--- config.mk ---
export PLATFORM = sky130hd
export DESIGN_NAME = psum_deskew_collector
export DESIGN_NICKNAME = d
export VERILOG_FILES = /design/src/rtl/psum_deskew_collector.sv
export SDC_FILE = /design/constraint.sdc
export NUM_CORES = 2
export LEC_CHECK = 0
export CAP_MARGIN = 20
export CORE_MARGIN = 2
export CORE_UTILIZATION = 60
export DETAILED_ROUTE_END_ITERATION = 10
export GPL_ROUTABILITY_DRIVEN = 0
export GPL_TIMING_DRIVEN = 1
export PLACE_DENSITY = 0.79
export REMOVE_ABC_BUFFERS = 1
export SLEW_MARGIN = 20
export SYNTH_ARGS = -nofsm -noshare
export SYNTH_HDL_FRONTEND = slang
export SYNTH_SLANG_ARGS = --single-unit
--- constraint.sdc ---
create_clock -name clk -period 58.4 [get_ports clk]
set_clock_uncertainty 0.15 [all_clocks]
set_input_delay 5.84 -clock clk [delete_from_list [all_inputs] [get_ports clk]]
set_output_delay 5.84 -clock clk [all_outputs]
set_load 0.005 [all_outputs]
--- src/rtl/psum_deskew_collector.sv ---
// South-edge receiver: realigns skewed bottom-row psums into full rows and queues them in a FIFO.
// Build macro PSUM_COLLECT_RELU_EN clamps negative lanes to zero as rows are pushed.
module psum_deskew_collector #(
    parameter int COLS             = 4,
    parameter int DATA_WIDTH_ACCUM = 32,
    parameter int DEPTH            = 8,
    parameter int AF_MARGIN        = 2
) (
    input  logic                             clk,
    input  logic                             rst,
    input  logic                             clr,
    input  logic [COLS-1:0]                  col_valid_in,
    input  logic [COLS*DATA_WIDTH_ACCUM-1:0] col_psum_in,
    output logic                             out_valid,
    input  logic                             out_ready,
    output logic [COLS*DATA_WIDTH_ACCUM-1:0] out_data,
    output logic                             almost_full,
    output logic [$clog2(DEPTH):0]           fifo_count,
    output logic                             skew_err,
    output logic                             ovf_err
);
    localparam int W  = DATA_WIDTH_ACCUM;
    localparam int RW = COLS * W;
    localparam int PW = $clog2(DEPTH);
    localparam int CW = PW + 1;
    localparam logic [CW-1:0] FULL_LVL = CW'(DEPTH);
    localparam logic [CW-1:0] AF_LVL   = CW'(DEPTH - AF_MARGIN);

    logic [COLS-1:0] aligned_v;
    logic [RW-1:0]   aligned_d;

    // Lane c gets COLS-c stages so every lane of a row emerges in the same cycle.
    for (genvar c = 0; c < COLS; c++) begin : g_lane
        localparam int STAGES = COLS - c;
        logic [STAGES-1:0] v_q;
        logic [W-1:0]      d_q [STAGES];

        // NOTE: sequential state is written with <= only, so every stage samples pre-edge values.
        always_ff @(posedge clk or posedge rst) begin
            if (rst) begin
                v_q <= '0;
                for (int s = 0; s < STAGES; s++) d_q[s] <= '0;
            end else if (clr) begin
                v_q <= '0;
                for (int s = 0; s < STAGES; s++) d_q[s] <= '0;
            end else begin
                v_q[0] <= col_valid_in[c];
                d_q[0] <= col_psum_in[c*W +: W];
                for (int s = 1; s < STAGES; s++) begin
                    v_q[s] <= v_q[s-1];
                    d_q[s] <= d_q[s-1];
                end
            end
        end

        assign aligned_v[c]         = v_q[STAGES-1];
        assign aligned_d[c*W +: W]  = d_q[STAGES-1];
    end

    logic [RW-1:0] push_row;
`ifdef PSUM_COLLECT_RELU_EN
    always_comb begin
        push_row = aligned_d;
        for (int c = 0; c < COLS; c++) begin
            if (aligned_d[c*W + W - 1]) push_row[c*W +: W] = '0;
        end
    end
`else
    assign push_row = aligned_d;
`endif

    logic [RW-1:0] mem_q [DEPTH];
    logic [PW-1:0] wr_ptr_q, wr_ptr_d, rd_ptr_q, rd_ptr_d;
    logic [CW-1:0] count_q, count_d;
    logic          skew_q, skew_d, ovf_q, ovf_d;
    logic          row_all, row_mixed, pop, push;

    // NOTE: every always_comb output gets a default first so no path can infer a latch.
    always_comb begin
        row_all   = &aligned_v;
        row_mixed = (|aligned_v) && !row_all;
        pop       = out_valid && out_ready;
        // A full FIFO still takes the row when the head leaves in the same cycle.
        push      = row_all && ((count_q < FULL_LVL) || pop);

        wr_ptr_d = wr_ptr_q;
        rd_ptr_d = rd_ptr_q;
        count_d  = count_q;
        if (push) wr_ptr_d = wr_ptr_q + PW'(1);
        if (pop)  rd_ptr_d = rd_ptr_q + PW'(1);
        if (push && !pop)      count_d = count_q + CW'(1);
        else if (pop && !push) count_d = count_q - CW'(1);

        skew_d = skew_q | row_mixed;
        ovf_d  = ovf_q | (row_all && !push);
    end

    // NOTE: the row storage is reset too, because out_data must read as zero after rst/clr.
    always_ff @(posedge clk or posedge rst) begin
        if (rst) begin
            wr_ptr_q <= '0;
            rd_ptr_q <= '0;
            count_q  <= '0;
            skew_q   <= 1'b0;
            ovf_q    <= 1'b0;
            for (int i = 0; i < DEPTH; i++) mem_q[i] <= '0;
        end else if (clr) begin
            wr_ptr_q <= '0;
            rd_ptr_q <= '0;
            count_q  <= '0;
            skew_q   <= 1'b0;
            ovf_q    <= 1'b0;
            for (int i = 0; i < DEPTH; i++) mem_q[i] <= '0;
        end else begin
            wr_ptr_q <= wr_ptr_d;
            rd_ptr_q <= rd_ptr_d;
            count_q  <= count_d;
            skew_q   <= skew_d;
            ovf_q    <= ovf_d;
            if (push) mem_q[wr_ptr_q] <= push_row;
        end
    end

    assign out_valid   = (count_q != '0);
    assign out_data    = mem_q[rd_ptr_q];
    assign almost_full = (count_q >= AF_LVL);
    assign fifo_count  = count_q;
    assign skew_err    = skew_q;
    assign ovf_err     = ovf_q;

endmodule

# [Word-level counts from Yosys, hierarchy flattened]
# Index checks and enable logic that the tools add are counted.
# Widths: inputs -> output; s select.
[totals] ff_bits=1366 inputBits=136 out_inout_bits=136 word_cells=82
[op_classes] n_addsub=4 n_lt_le_gt_ge=5 n_mux=25 bitwise_logic=4 reduce_logical=17
[ops] operator="$mux 1024" count=2
[ops] operator="$bwmux 1024" count=1
[ops] operator="$mux 128" count=4
[ops] operator="$bmux 128 s3" count=1
[ops] operator="$demux 128 s3" count=1
[ops] operator="$mux 96" count=1
[ops] operator="$mux 64" count=1
[ops] operator="$mux 32" count=1
[ops] operator="$mux 4" count=4
[ops] operator="$mux 3" count=5
[ops] operator="$ge 4x4->1 const B" count=2
[ops] operator="$not 3->4" count=2
[ops] operator="$logic_and 1x1->1" count=7
[ops] operator="$add 3x1->3 const B" count=2
[ops] operator="$add 4x1->4 const B" count=1
[ops] operator="$ge 4x3->1 const B" count=1
[ops] operator="$lt 4x1->1 const B" count=1
[ops] operator="$lt 4x4->1 const B" count=1
[ops] operator="$reduce_and 4->1" count=1
[ops] operator="$reduce_bool 2->1" count=2
[ops] operator="$reduce_bool 4->1" count=1
[ops] operator="$reduce_or 4->1" count=1
[ops] operator="$sub 4x1->4 const B" count=1
[ops] operator="$logic_not 1->1" count=3
[ops] operator="other kinds (5)" count=8

# [Longest topological paths before layout]
[logic_depth] depth_word=9 depth_mapped=10 ltp_nobuf=9

# [Worst setup path before layout]
# Ideal clock, no wire load.
[synth_path] path_type="register -> output" from="register rd_ptr_q[0]" to="output out_data[0]" t_arrival_ns=1.780 t_required_ns=52.410 slack_ns=50.630 stages_incl_launch_ff=6 path_buffers=3 path_cell_list="dfrtp_1 > buf_2 > clkbuf_1 > buf_2 > mux4_2 > mux2_2"
[synth_between] elab_chain_cells=4
[synth_lines] element="start: declaration" line="73" text="logic [PW-1:0] wr_ptr_q, wr_ptr_d, rd_ptr_q, rd_ptr_d;"
[synth_lines] element="start signal: assignment" line="116" text="rd_ptr_q <= rd_ptr_d;"
[synth_lines] element="$not 3->4 (implied by the code)" line="125" text="assign out_data = mem_q[rd_ptr_q];"
[synth_lines] element="$bmux 128 s3" line="125"
[synth_lines] element="$mux 128 (implied by the code) (2 in a row)" line="125"
[synth_lines] element="end: declaration" line="16" text="output logic [COLS*DATA_WIDTH_ACCUM-1:0] out_data,"
# No other way between the ends. The select of a mux whose other input is x is not followed.

# [Worst setup path after layout]
[layout_path] from="register rd_ptr_q[0]" to="output out_data[75]"
# Same word-level chain as after synthesis.

==> flow_summary.yaml <==
run_status:
  status: "finished, final reports clean"
run:
  cap_viol_max_count: 0
final_layout:
  fin_nets: 5867
  area_delta_synth_final_pct: 10.7
  design_area_um2: 69400
  drive_gt1_frac: 0.120
  n_antenna_cell: 0
grt:
  overflow: 0
  grt_antenna_before_repair: 1
  grtUsageTotal: 0.314
  grt_max_degree: 218
  grt_pass1_vias: 49800
  grt_pass1_wl_um: 271000
sta:
  worst_pin_slew_ns: 1.24
  fin_crit_sh: 0.201
  rsz0062_at_grt: "no"
  slew_violations: 0
  layout_min_cycle_time_ns: 11.76
  slew-limit-headroom: 0.172
  setup-tns-final_ns: 0
  fin_hold_ws_ns: 0.304
  max_freq_ghz: 0.0850
  setup_viol: 0
  hold_viol_final: 0
  setup_ws_ns: 46.64
floorplan:
  rows: 118
  start_util: 0.605
  dieArea_um2: 107000
  ios: 272
  die_y_um: 327
  die_w_um: 327
  core_area_um2: 104000
detailed_routing:
  ant_nets: 0
  wl_per_cell_um: 23.1
  dr.pass1.iters: 6
  vias: 48700
  wl_um: 167000
  via_per_inst: 6.74
  drc: 0
  drt-initial-drc-count: 6512
clock_tree:
  cts_buffer_depth: 3
  cts-root-buf: "clkbuf_16"
  tritoncts: "yes"
  cts.clk_slew.worst_paths_ns: 0.06
  holdBufCountCts: 0
  cts_htree_levels: 4
  cts_resized: 0
  numCtsBuffers: 142
  clkLatencyLatePin_ns: 0.75
  post_cts_buffers: 0
  clock_sinks: 1366
synthesis:
  synthesis.area_um2: 62700
  async_flop_share: 1.00
  yosysTopAreaCell: "dfrtp_1"
  syn_area_per_cell_um2: 10.4
  synthTopCellsByArea: "dfrtp_1 55%, mux4_2 9.2%, a21oi_1 8.2%, nand3_1 8.2%, o21ai_0 7.4%"
  synthTopCellsByCount: "1366 x dfrtp_1, 1032 x a21oi_1, 1028 x nand3_1"
  ys_ff_latch: 1366
  ys_seq_area_frac: 0.545
  synth_most_common_cell: "dfrtp_1"
  synth_edf_count: 0
  syn_inst: 6039
  synth_top_cell_area_share: 0.545
  ys_types: 40
  yosysWarnings: 0
  synthFlopType: "dfrtp_1"
setup_path:
  crit_path_start_kind: "register"
  crit_fanout: 47
  worstSetupEndpointType: "primary output"
  critPathBufInv: 4
  crit_path_frequent_cell: "buf_4"
  cp_cell_sequence: "buf_4, buf_4, buf_4, mux4_2, mux2_2, clkdlybuf4s50_1"
  crit_slowest_cell: "dfrtp_4"
  slowest_delay_ns: 0.98
  critical_path_class: "reg -> out"
  required_ns: 52.41
  crit_family: "buffers and inverters"
  cp.arrival_ns: 5.77
power_and_ir_drop:
  vdd_ir_drop_max_v: 0.0000275
  total_power_w: 0.00211
  cellPowerDensity_nw_per_um2: 30.4
  p_leak_nw: 27.6
placement:
  place_area_um2: 64600
  pre_cts_slack_ns: 47.35
  hpwlAfterDp_um: 82200
  port-buffer-count: 271
worst_hold_path:
  min_path_type: "reg -> reg"
==> metal layers <==
layer / vias up / wire, um / track usage
li1: 21000 / - / -
met1: 24600 / 64400 / 0.431
met2: 2667 / 82400 / 0.505
met3: 403 / 14800 / 0.0521
met4: 2 / 5180 / 0.127
met5: - / 13 / 0
==> placed cells by master (no fill, tap or decap), types with 68 or more instances in the layout <==
| cell type | instances |
|---|---|
| clkbuf_16 | 147 |
| buf_4 | 68 |
| dfrtp_1 | 1363 |
| clkdlybuf4s50_1 | 270 |
| a21oi_1 | 1032 |
| o21ai_0 | 929 |
| o21ai_1 | 99 |
| mux4_2 | 256 |
| nor2b_1 | 330 |
| mux2_2 | 128 |
| nand3_1 | 1026 |
==> report_power, final <==
part	leakage (nW)	internal (W)	total, W	switching [W]
logic	6.38	0.0000755	0.000196	0.000120
clock network	2.35	0.000557	0.000935	0.000378
registers	18.9	0.000957	0.000978	0.0000212
==> per-stage QoR <==
stage,std cells,util
after floorplan,5232,-
after global routing,7216,0.670
after CTS,7215,0.669
final,7216,0.670
after global placement,6961,0.623
after detailed placement,6961,0.623
==> cell type report <==
cell class / instances / area (um^2)
fill: 7663 / 34200
sequential: 1366 / 34200
multi-input combinational: 3860 / 25200
clock buffer: 208 / 4170
timing repair buffer: 350 / 3460
tap: 1380 / 1730
clock inverter: 46 / 637
inverter: 6 / 30.0
==> logic make-up after synthesis <==
group,after synthesis,share of synthesized area
DFF,1366,0.545
xor gates and xnor gates,5,0.000698
muxes,384,0.115
and+or+nand+nor,1400,0.119
AOI/OAI and AO/OA,2066,0.165
adders and majority gates,5,0.00112
buffers and inverters,813,0.0543
==> state kept, by name, indices dropped and copies added, names as in the netlist <==
register,flops
skew_err,1
fifo_count,4
wr_ptr_q,3
aligned_d,96
g_lane.v_q,10
g_lane.d_q,224
rd_ptr_q,3
ovf_err,1
mem_q,1024
==> path summary, 6_finish.rpt <==
path	startpoint	end	slack, ns	cells after the start
hold reg to reg	g_lane[2].d_q[60]$_DFF_PP0_	aligned_d[92]$_DFF_PP0_	0.30	1
setup reg to reg	g_lane[0].v_q[3]$_DFF_PP0_	mem_q[629]$_DFFE_PP0P_	53.75	7
min in group asynchronous	rst	g_lane[1].d_q[67]$_DFF_PP0_	5.47	2
max in group asynchronous	rst	g_lane[0].d_q[39]$_DFF_PP0_	48.80	6
setup / recovery	rd_ptr_q[0]$_DFFE_PP0P_	out_data[75]	46.64	6
hold / removal	g_lane[2].d_q[60]$_DFF_PP0_	aligned_d[92]$_DFF_PP0_	0.30	1
(Power assumes the default switching activity.)
